==> config.mk <==
export PLATFORM = sky130hd
export DESIGN_NAME = dsi_pattern_gen_flat
export DESIGN_NICKNAME = d
export VERILOG_FILES = /design/src/rtl/dsi_pattern_gen_pkg.sv /design/src/rtl/dsi_pattern_gen_if.sv /design/src/rtl/dsi_pattern_gen_timing.sv /design/src/rtl/dsi_pattern_gen.sv /design/src/flat_wrapper.sv
export SDC_FILE = /design/constraint.sdc
export NUM_CORES = 1
export LEC_CHECK = 0
export BUFFER_PORTS_ARGS = -buffer_cell sky130_fd_sc_hd__buf_2
export CAP_MARGIN = 20
export CELL_PAD_IN_SITES_DETAIL_PLACEMENT = 0
export CELL_PAD_IN_SITES_GLOBAL_PLACEMENT = 2
export CORE_ASPECT_RATIO = 1.5
export CORE_MARGIN = 10
export CORE_UTILIZATION = 36
export CTS_BUF_LIST = sky130_fd_sc_hd__clkbuf_4
export CTS_CLUSTER_DIAMETER = 150
export DETAILED_ROUTE_END_ITERATION = 6
export PLACE_DENSITY_LB_ADDON = 0.12
export SLEW_MARGIN = 20
export SYNTH_ARGS = -nofsm -noshare
export SYNTH_HDL_FRONTEND = slang
export SYNTH_SLANG_ARGS = --single-unit
==> constraint.sdc <==
create_clock -name sys_clk -period 3 [get_ports sys_clk]
set_input_delay 0 -clock sys_clk [delete_from_list [all_inputs] [get_ports sys_clk]]
set_output_delay 0 -clock sys_clk [all_outputs]
set_load 0.02 [all_outputs]
==> src/rtl/dsi_pattern_gen_pkg.sv <==
// Shared types and helpers for the DSI test-pattern source.
package dsi_pattern_pkg;

    typedef enum logic [1:0] {
        MODE_BARS   = 2'd0,
        MODE_RAMP   = 2'd1,
        MODE_CHECK  = 2'd2,
        MODE_BORDER = 2'd3
    } mode_e;

    localparam int MAX_BPC = 32;

    // Expands one colour bit to a full-scale (all ones) or zero component of bpc bits.
    function automatic logic [MAX_BPC-1:0] comp_scale(input logic on, input int unsigned bpc);
        logic [MAX_BPC-1:0] ones;
        ones = '1;
        return on ? (ones >> (MAX_BPC - bpc)) : '0;
    endfunction

endpackage

==> src/rtl/dsi_pattern_gen_if.sv <==
// Video output bus of the pattern source: raster syncs, coordinates and RGB pixel.
interface dsi_pattern_gen_if #(
    parameter int BPC = 8,
    parameter int CW  = 12
);
    logic           hs;
    logic           vs;
    logic           de;
    logic           frame_start;
    logic [BPC-1:0] pix_r;
    logic [BPC-1:0] pix_g;
    logic [BPC-1:0] pix_b;
    logic [CW-1:0]  x;
    logic [CW-1:0]  y;

    modport master (output hs, vs, de, frame_start, pix_r, pix_g, pix_b, x, y);
    modport slave  (input  hs, vs, de, frame_start, pix_r, pix_g, pix_b, x, y);
endinterface

==> src/rtl/dsi_pattern_gen_timing.sv <==
// Raster timing: h/v counters, registered hs/vs/de/x/y and frame-start strobe.
module dsi_video_timing
    import dsi_pattern_pkg::*;
#(
    parameter int H_ACTIVE = 720,
    parameter int H_FP     = 10,
    parameter int H_SYNC   = 2,
    parameter int H_BP     = 10,
    parameter int V_ACTIVE = 1280,
    parameter int V_FP     = 10,
    parameter int V_SYNC   = 2,
    parameter int V_BP     = 10,
    parameter int CW       = 12
) (
    input  logic          sys_clk,
    input  logic          sys_rst_n,
    input  logic          pix_ce,
    output logic          cur_de,
    output logic [CW-1:0] cur_x,
    output logic [CW-1:0] cur_y,
    output logic          cur_origin,
    output logic          cur_line_end,
    output logic          hs,
    output logic          vs,
    output logic          de,
    output logic          frame_start,
    output logic [CW-1:0] x,
    output logic [CW-1:0] y
);

    localparam int H_TOTAL = H_ACTIVE + H_FP + H_SYNC + H_BP;
    localparam int V_TOTAL = V_ACTIVE + V_FP + V_SYNC + V_BP;
    localparam int HW      = $clog2(H_TOTAL + 1);
    localparam int VW      = $clog2(V_TOTAL + 1);

    localparam logic [HW-1:0] H_LAST = HW'(H_TOTAL - 1);
    localparam logic [HW-1:0] H_ACT  = HW'(H_ACTIVE);
    localparam logic [HW-1:0] HS_BEG = HW'(H_ACTIVE + H_FP);
    localparam logic [HW-1:0] HS_END = HW'(H_ACTIVE + H_FP + H_SYNC);
    localparam logic [VW-1:0] V_LAST = VW'(V_TOTAL - 1);
    localparam logic [VW-1:0] V_ACT  = VW'(V_ACTIVE);
    localparam logic [VW-1:0] VS_BEG = VW'(V_ACTIVE + V_FP);
    localparam logic [VW-1:0] VS_END = VW'(V_ACTIVE + V_FP + V_SYNC);

    logic [HW-1:0] h_q, h_d;
    logic [VW-1:0] v_q, v_d;
    logic          hs_q, hs_d;
    logic          vs_q, vs_d;
    logic          de_q, de_d;
    logic          fs_q, fs_d;
    logic [CW-1:0] x_q, x_d;
    logic [CW-1:0] y_q, y_d;

    always_comb begin
        cur_de       = (h_q < H_ACT) && (v_q < V_ACT);
        cur_x        = cur_de ? CW'(h_q) : '0;
        cur_y        = cur_de ? CW'(v_q) : '0;
        cur_origin   = (h_q == '0) && (v_q == '0);
        cur_line_end = (h_q == H_LAST);

        h_d  = h_q;
        v_d  = v_q;
        hs_d = hs_q;
        vs_d = vs_q;
        de_d = de_q;
        x_d  = x_q;
        y_d  = y_q;
        // The strobe is a single sys_clk pulse even when pix_ce idles afterwards.
        fs_d = 1'b0;

        if (pix_ce) begin
            hs_d = (h_q >= HS_BEG) && (h_q < HS_END);
            vs_d = (v_q >= VS_BEG) && (v_q < VS_END);
            de_d = cur_de;
            x_d  = cur_x;
            y_d  = cur_y;
            fs_d = cur_origin;
            if (cur_line_end) begin
                h_d = '0;
                v_d = (v_q == V_LAST) ? '0 : v_q + 1'b1;
            end else begin
                h_d = h_q + 1'b1;
            end
        end
    end

    always_ff @(posedge sys_clk) begin
        if (!sys_rst_n) begin
            h_q  <= '0;
            v_q  <= '0;
            hs_q <= 1'b0;
            vs_q <= 1'b0;
            de_q <= 1'b0;
            fs_q <= 1'b0;
            x_q  <= '0;
            y_q  <= '0;
        end else begin
            h_q  <= h_d;
            v_q  <= v_d;
            hs_q <= hs_d;
            vs_q <= vs_d;
            de_q <= de_d;
            fs_q <= fs_d;
            x_q  <= x_d;
            y_q  <= y_d;
        end
    end

    assign hs          = hs_q;
    assign vs          = vs_q;
    assign de          = de_q;
    assign frame_start = fs_q;
    assign x           = x_q;
    assign y           = y_q;

endmodule

==> src/rtl/dsi_pattern_gen.sv <==
// Parametrised video test-pattern source: four runtime-selectable patterns over
// configurable raster timing, mode steps only at frame boundaries.
module dsi_pattern_gen
    import dsi_pattern_pkg::*;
#(
    parameter int H_ACTIVE   = 720,
    parameter int H_FP       = 10,
    parameter int H_SYNC     = 2,
    parameter int H_BP       = 10,
    parameter int V_ACTIVE   = 1280,
    parameter int V_FP       = 10,
    parameter int V_SYNC     = 2,
    parameter int V_BP       = 10,
    parameter int BPC        = 8,
    parameter int NUM_BARS   = 8,
    parameter int CHECK_LOG2 = 5,
    parameter int CW         = 12,
    parameter int INIT_MODE  = 0
) (
    input  logic               sys_clk,
    input  logic               sys_rst_n,
    input  logic               pix_ce,
    input  logic               mode_next,
    output logic [1:0]         mode_cur,
    dsi_pattern_gen_if.master  vid
);

    localparam int BAR_W = H_ACTIVE / NUM_BARS;
    localparam int BI    = (NUM_BARS > 1) ? $clog2(NUM_BARS) : 1;

    localparam logic [BI-1:0] LAST_BAR   = BI'(NUM_BARS - 1);
    localparam logic [CW-1:0] BAR_W_LAST = CW'(BAR_W - 1);
    localparam logic [CW-1:0] X_LAST     = CW'(H_ACTIVE - 1);
    localparam logic [CW-1:0] Y_LAST     = CW'(V_ACTIVE - 1);
    localparam mode_e         INIT_M     = mode_e'(INIT_MODE[1:0]);

    logic          cur_de;
    logic [CW-1:0] cur_x;
    logic [CW-1:0] cur_y;
    logic          cur_origin;
    logic          cur_line_end;

    dsi_video_timing #(
        .H_ACTIVE (H_ACTIVE),
        .H_FP     (H_FP),
        .H_SYNC   (H_SYNC),
        .H_BP     (H_BP),
        .V_ACTIVE (V_ACTIVE),
        .V_FP     (V_FP),
        .V_SYNC   (V_SYNC),
        .V_BP     (V_BP),
        .CW       (CW)
    ) u_timing (
        .sys_clk      (sys_clk),
        .sys_rst_n    (sys_rst_n),
        .pix_ce       (pix_ce),
        .cur_de       (cur_de),
        .cur_x        (cur_x),
        .cur_y        (cur_y),
        .cur_origin   (cur_origin),
        .cur_line_end (cur_line_end),
        .hs           (vid.hs),
        .vs           (vid.vs),
        .de           (vid.de),
        .frame_start  (vid.frame_start),
        .x            (vid.x),
        .y            (vid.y)
    );

    logic [CW-1:0]  bar_pos_q, bar_pos_d;
    logic [BI-1:0]  bar_idx_q, bar_idx_d;
    mode_e          mode_q, mode_d;
    logic           pending_q, pending_d;
    logic           pend_eff;
    logic [BPC-1:0] pix_r_q, pix_r_d;
    logic [BPC-1:0] pix_g_q, pix_g_d;
    logic [BPC-1:0] pix_b_q, pix_b_d;
    logic [BPC-1:0] pat_r, pat_g, pat_b;
    logic [2:0]     bar_i;
    logic           border;

    // Bar index tracks the current pixel with an in-bar counter; the last bar
    // absorbs the remainder of H_ACTIVE / NUM_BARS.
    always_comb begin
        bar_pos_d = bar_pos_q;
        bar_idx_d = bar_idx_q;
        if (pix_ce) begin
            if (cur_line_end) begin
                bar_pos_d = '0;
                bar_idx_d = '0;
            end else if (cur_de) begin
                if ((bar_pos_q == BAR_W_LAST) && (bar_idx_q != LAST_BAR)) begin
                    bar_pos_d = '0;
                    bar_idx_d = bar_idx_q + 1'b1;
                end else begin
                    bar_pos_d = bar_pos_q + 1'b1;
                end
            end
        end
    end

    // A request arriving on the boundary cycle itself is consumed by that boundary.
    always_comb begin
        pend_eff  = pending_q | mode_next;
        mode_d    = mode_q;
        pending_d = pend_eff;
        if (pix_ce && cur_origin) begin
            pending_d = 1'b0;
            if (pend_eff) begin
                mode_d = mode_e'(mode_q + 2'd1);
            end
        end
    end

    always_comb begin
        bar_i  = 3'(bar_idx_q);
        border = (cur_x == '0) || (cur_x == X_LAST) || (cur_y == '0) || (cur_y == Y_LAST);
        pat_r  = '0;
        pat_g  = '0;
        pat_b  = '0;
        case (mode_d)
            MODE_BARS: begin
                pat_r = BPC'(comp_scale(~bar_i[1], BPC));
                pat_g = BPC'(comp_scale(~bar_i[2], BPC));
                pat_b = BPC'(comp_scale(~bar_i[0], BPC));
            end
            MODE_RAMP: begin
                pat_r = BPC'(cur_x);
                pat_g = BPC'(cur_x);
                pat_b = BPC'(cur_x);
            end
            MODE_CHECK: begin
                pat_r = BPC'(comp_scale(cur_x[CHECK_LOG2] ^ cur_y[CHECK_LOG2], BPC));
                pat_g = pat_r;
                pat_b = pat_r;
            end
            MODE_BORDER: begin
                pat_r = BPC'(comp_scale(border, BPC));
                pat_g = pat_r;
                pat_b = BPC'(comp_scale(1'b1, BPC));
            end
        endcase

        pix_r_d = pix_r_q;
        pix_g_d = pix_g_q;
        pix_b_d = pix_b_q;
        if (pix_ce) begin
            pix_r_d = cur_de ? pat_r : '0;
            pix_g_d = cur_de ? pat_g : '0;
            pix_b_d = cur_de ? pat_b : '0;
        end
    end

    always_ff @(posedge sys_clk) begin
        if (!sys_rst_n) begin
            bar_pos_q <= '0;
            bar_idx_q <= '0;
            mode_q    <= INIT_M;
            pending_q <= 1'b0;
            pix_r_q   <= '0;
            pix_g_q   <= '0;
            pix_b_q   <= '0;
        end else begin
            bar_pos_q <= bar_pos_d;
            bar_idx_q <= bar_idx_d;
            mode_q    <= mode_d;
            pending_q <= pending_d;
            pix_r_q   <= pix_r_d;
            pix_g_q   <= pix_g_d;
            pix_b_q   <= pix_b_d;
        end
    end

    assign mode_cur  = mode_q;
    assign vid.pix_r = pix_r_q;
    assign vid.pix_g = pix_g_q;
    assign vid.pix_b = pix_b_q;

endmodule

==> src/flat_wrapper.sv <==
// flat-port wrapper written by rule: the top's interface ports become plain ports
module dsi_pattern_gen_flat import dsi_pattern_pkg::*;
#(
    parameter int H_ACTIVE   = 720,
    parameter int H_FP       = 10,
    parameter int H_SYNC     = 2,
    parameter int H_BP       = 10,
    parameter int V_ACTIVE   = 1280,
    parameter int V_FP       = 10,
    parameter int V_SYNC     = 2,
    parameter int V_BP       = 10,
    parameter int BPC        = 8,
    parameter int NUM_BARS   = 8,
    parameter int CHECK_LOG2 = 5,
    parameter int CW         = 12,
    parameter int INIT_MODE  = 0
)
  (sys_clk, sys_rst_n, pix_ce, mode_next, mode_cur, vid_hs, vid_vs, vid_de, vid_frame_start, vid_pix_r, vid_pix_g, vid_pix_b, vid_x, vid_y);
  dsi_pattern_gen_if #(.BPC(BPC), .CW(CW)) vid_i ();
  input  logic sys_clk;
  input  logic sys_rst_n;
  input  logic pix_ce;
  input  logic mode_next;
  output logic [1:0] mode_cur;
  output wire logic [$bits(vid_i.hs)-1:0] vid_hs;
  output wire logic [$bits(vid_i.vs)-1:0] vid_vs;
  output wire logic [$bits(vid_i.de)-1:0] vid_de;
  output wire logic [$bits(vid_i.frame_start)-1:0] vid_frame_start;
  output wire logic [$bits(vid_i.pix_r)-1:0] vid_pix_r;
  output wire logic [$bits(vid_i.pix_g)-1:0] vid_pix_g;
  output wire logic [$bits(vid_i.pix_b)-1:0] vid_pix_b;
  output wire logic [$bits(vid_i.x)-1:0] vid_x;
  output wire logic [$bits(vid_i.y)-1:0] vid_y;
  assign vid_hs = vid_i.hs;
  assign vid_vs = vid_i.vs;
  assign vid_de = vid_i.de;
  assign vid_frame_start = vid_i.frame_start;
  assign vid_pix_r = vid_i.pix_r;
  assign vid_pix_g = vid_i.pix_g;
  assign vid_pix_b = vid_i.pix_b;
  assign vid_x = vid_i.x;
  assign vid_y = vid_i.y;
  dsi_pattern_gen #(.H_ACTIVE(H_ACTIVE), .H_FP(H_FP), .H_SYNC(H_SYNC), .H_BP(H_BP), .V_ACTIVE(V_ACTIVE), .V_FP(V_FP), .V_SYNC(V_SYNC), .V_BP(V_BP), .BPC(BPC), .NUM_BARS(NUM_BARS), .CHECK_LOG2(CHECK_LOG2), .CW(CW), .INIT_MODE(INIT_MODE)) u_core (.sys_clk(sys_clk), .sys_rst_n(sys_rst_n), .pix_ce(pix_ce), .mode_next(mode_next), .mode_cur(mode_cur), .vid(vid_i));
endmodule
==> metrics.md <==
| Metric | Value |
|---|---|
| Status | `finished clean` |
| Filler Cell Count | `1,262` |
| Setup crit end | `u_core.vid.pix_r[4]$_SDFFE_PN0P_` |
| Clock slew seen by the registers of the worst setup and hold paths | `0.14 ns` |
| Skew final | `0.0190 ns` |
| Yosys reg bits | `88` |
| Leakage | `1.98 nW` |
| CTS H-Tree Depth | `3` |
| Dpl cells | `702` |
| Final setup TNS | `0 ns` |
| Worst Path Required | `3.30 ns` |
| Final Cycle Share | `93.9%` |
| Site row count | `49` |
| Dpl cell area | `4770 sq um` |
| Finished Layout Cells | `718` |
| Peak supply drop | `222 uV` |
| Post-CTS Setup Inserts | `0` |
| CP Launch Type | `flop` |
| Fin crit period | `2.82 ns` |
| Synth area leader | `dfxtp_1` |
| Mean Syn Cell Area | `8.44 sq um` |
| Die width | `110 um` |
| Final HPWL DP | `8770 um` |
| Endpoints failing setup | `0` |
| Ys flop type | `dfxtp_1` |
| Drt drc | `0` |
| Vias per inst | `5.29` |
| EDFF count, synth | `0` |
| Clock Sinks | `88` |
| DR iter-0 viols | `164` |
| Int Power | `1.68 mW` |
| Slew headroom | `46.4%` |
| Hold/Removal Path Class | `primary input to flop` |
| Hold Crit Depth | `2` |
| PostCTS Resize Cnt | `0` |
| Routed Wire Length | `12,400 um` |
| First-pass detailed-route iteration total | `4` |
| Sequential share of power | `53.1%` |
| Reg-to-reg slack, setup | `0.18 ns` |
| Top cell type's share of synthesized area | `40.2%` |
| Starting density of the core | `36.6%` |
| First-pass GRT wire length | `20,300 um` |
| Crit Path Class | `flop to flop` |
| FF-to-FF path depth | `6` |
| Max incr delay on CP | `0.66 ns` |
| Final core utilization | `41.2%` |
| CP startpoint | `u_core.u_timing.v_q[2]$_SDFFE_PN0P_` |
| CP max stage cell | `or2_1` |
| CP cell instances | `or4_4 -> nor4_4 -> a31oi_2 -> nor3_1 -> or2_1 -> a31oi_1` |
| R2r startpoint | `u_core.u_timing.v_q[2]$_SDFFE_PN0P_` |
| Vias in the first global route | `3,878` |
| Max Cap Viol | `0` |
| Ys async rst share | `0%` |
| Combinational Power Share | `15.1%` |
| Worst Max-Slew Pin Slew | `0.804 ns` |
| Fraction of layout cells with a size suffix above 1 | `18.1%` |
| Die height | `155 um` |
| Largest net degree at the start of global routing | `48` |
| Nets | `574` |
| Power Total | `2.36 mW` |
| Area delta synth->final | `12.5%` |
| CTS tree | `built` |
| Synth warn | `0` |
| Worst-skew pair later-pin latency | `0.44 ns` |
| # IOs | `58` |
| Avg WL per Cell | `17.3 um` |
| Core area | `12,000 sq um` |
| Synth Instances | `519` |
| Design area | `4920 sq um` |
| Crit path max fanout | `16` |
| Clock Tree Buf Depth | `2` |
| Post-synth top cells | `88 x dfxtp_1, 44 x nor2_1, 43 x nand2_1` |
| Seq/Total Area, Yosys | `40.2%` |
| I/O Buffers | `54` |
| Antenna viol nets, final | `0` |
| RSZ-0062 raised after global routing | `false` |
| FF-to-FF End | `u_core.vid.pix_r[4]$_SDFFE_PN0P_` |
| Switch Pwr | `0.684 mW` |
| Via count | `3,800` |
| Total track usage | `15.0%` |
| Most numerous cell in the Yosys netlist | `dfxtp_1` |
| Syn Std Cell Area | `4380 sq um` |
| Final hold viol count | `0` |
| Switching part of the total | `29.0%` |
| Die ar. | `17,100 sq um` |
| CTS Hold Bufs | `0` |
| GRT overflow | `0` |
| RePlAce Congestion | `0.821` |
| Inserted Clock Buffers | `9` |
| Initial antenna violation count | `1` |
| Largest cells by area after synthesis | `dfxtp_1 40%, nor2b_1 5.3%, xor2_1 4.4%` |
| Maximum clock rate | `355 MHz` |
| CP Data Arrival Time | `3.11 ns` |
| Critical Path End Type | `flop` |
| Distinct cells, synth | `58` |
| Clk pwr share | `31.7%` |
| Cell Pwr Density | `479 nW/um^2` |
| Clock root cell | `clkbuf_4` |
| Final count of pins violating max slew | `0` |
==> registers in the layout, summed over array words and instances, names as in the netlist, 8 cells and up <==
register             cells
u_core.bar_pos_q        12
u_core.u_timing.v_q     11
u_core.u_timing.y       11
u_core.u_timing.h_q     10
u_core.u_timing.x       10
u_core.vid.pix_b         8
u_core.vid.pix_g         8
u_core.vid.pix_r         8
==> how the worst min path moves through the flow <==
stage | startpoint | endpoint
floorplan | pix_ce | u_core.bar_pos_q[3]$_SDFFE_PN0P_
global placement | u_core.u_timing.frame_start$_SDFF_PN0_ | vid_frame_start
detailed placement | u_core.u_timing.frame_start$_SDFF_PN0_ | vid_frame_start
CTS | mode_next | u_core.pending_q$_SDFF_PP0_
global route | sys_rst_n | u_core.u_timing.x[3]$_SDFFE_PN0P_
finish | sys_rst_n | u_core.u_timing.x[3]$_SDFFE_PN0P_
==> through the flow <==
stage	hold slack (ns)	worst slack, ns
3_5_place_dp	0.426	0.217
4_1_cts	0.113	0.186
2_1_floorplan	0.327	0.569
6_report	0.132	0.182
3_3_place_gp	0.423	0.271
5_1_grt	0.119	0.00513
==> logic make-up after synthesis <==
kind of cell / Yosys count / share of synthesized area, %
buffers and inverters: 47 / 4.80
and+or+nand+nor: 235 / 28.9
DFF: 88 / 40.2
other: 1 / 0.0856
adders and majority gates: 10 / 2.86
xor gates and xnor gates: 27 / 5.40
muxes: 2 / 0.457
AOI/OAI and AO/OA: 109 / 17.3
==> power groups by stage <==
stage	sequential, mW	clock, mW	combinational [mW]
2_1_floorplan	1.32	0	0.212
3_3_place_gp	1.28	0	0.359
3_5_place_dp	1.28	0	0.362
4_1_cts	1.26	0.786	0.364
5_1_grt	1.26	0.833	0.396
6_report	1.25	0.749	0.357
==> worst max-delay path: cells and delay by family, from the launching register on <==
family	cells	cell delay, ns
and+or+nand+nor	4	1.90
DFF	1	0.40
AOI/OAI and AO/OA	2	0.36
==> layout by cell type, fill, tap and decap left out, types with 6 or more instances in the layout <==
cell type	instances
inv_1	6
ha_1	10
nand2_1	43
xor2_1	22
nand4_1	18
a21oi_1	26
nor3_1	18
buf_2	54
nand3_1	22
a21oi_2	11
dfxtp_1	88
a21boi_1	11
buf_4	14
nor2_1	44
a31oi_1	9
and3_1	22
clkbuf_4	9
o21ai_0	20
nor2b_1	37
==> layer usage <==
layer  track usage, %  wire length [um]  vias to the layer above
met5                0                 0                        -
met4             4.66               200                        0
met3             3.72               599                       15
met2             25.4              6260                       75
met1             17.8              5380                     1800
li1                 -                 -                     1910
==> layout make-up <==
cell class	instances	area (sq um)	share of cell area, %
multi-input cells	386	2410	49.0
flip-flops and latches	88	1760	35.8
repair buffers	68	375	7.62
well taps	153	191	3.89
clock inverters	6	85.1	1.73
clock buffers	9	67.6	1.37
inverters	7	26.3	0.534
diodes	1	2.50	0.0508
No activity file was read; power rests on OpenSTA's default activity.
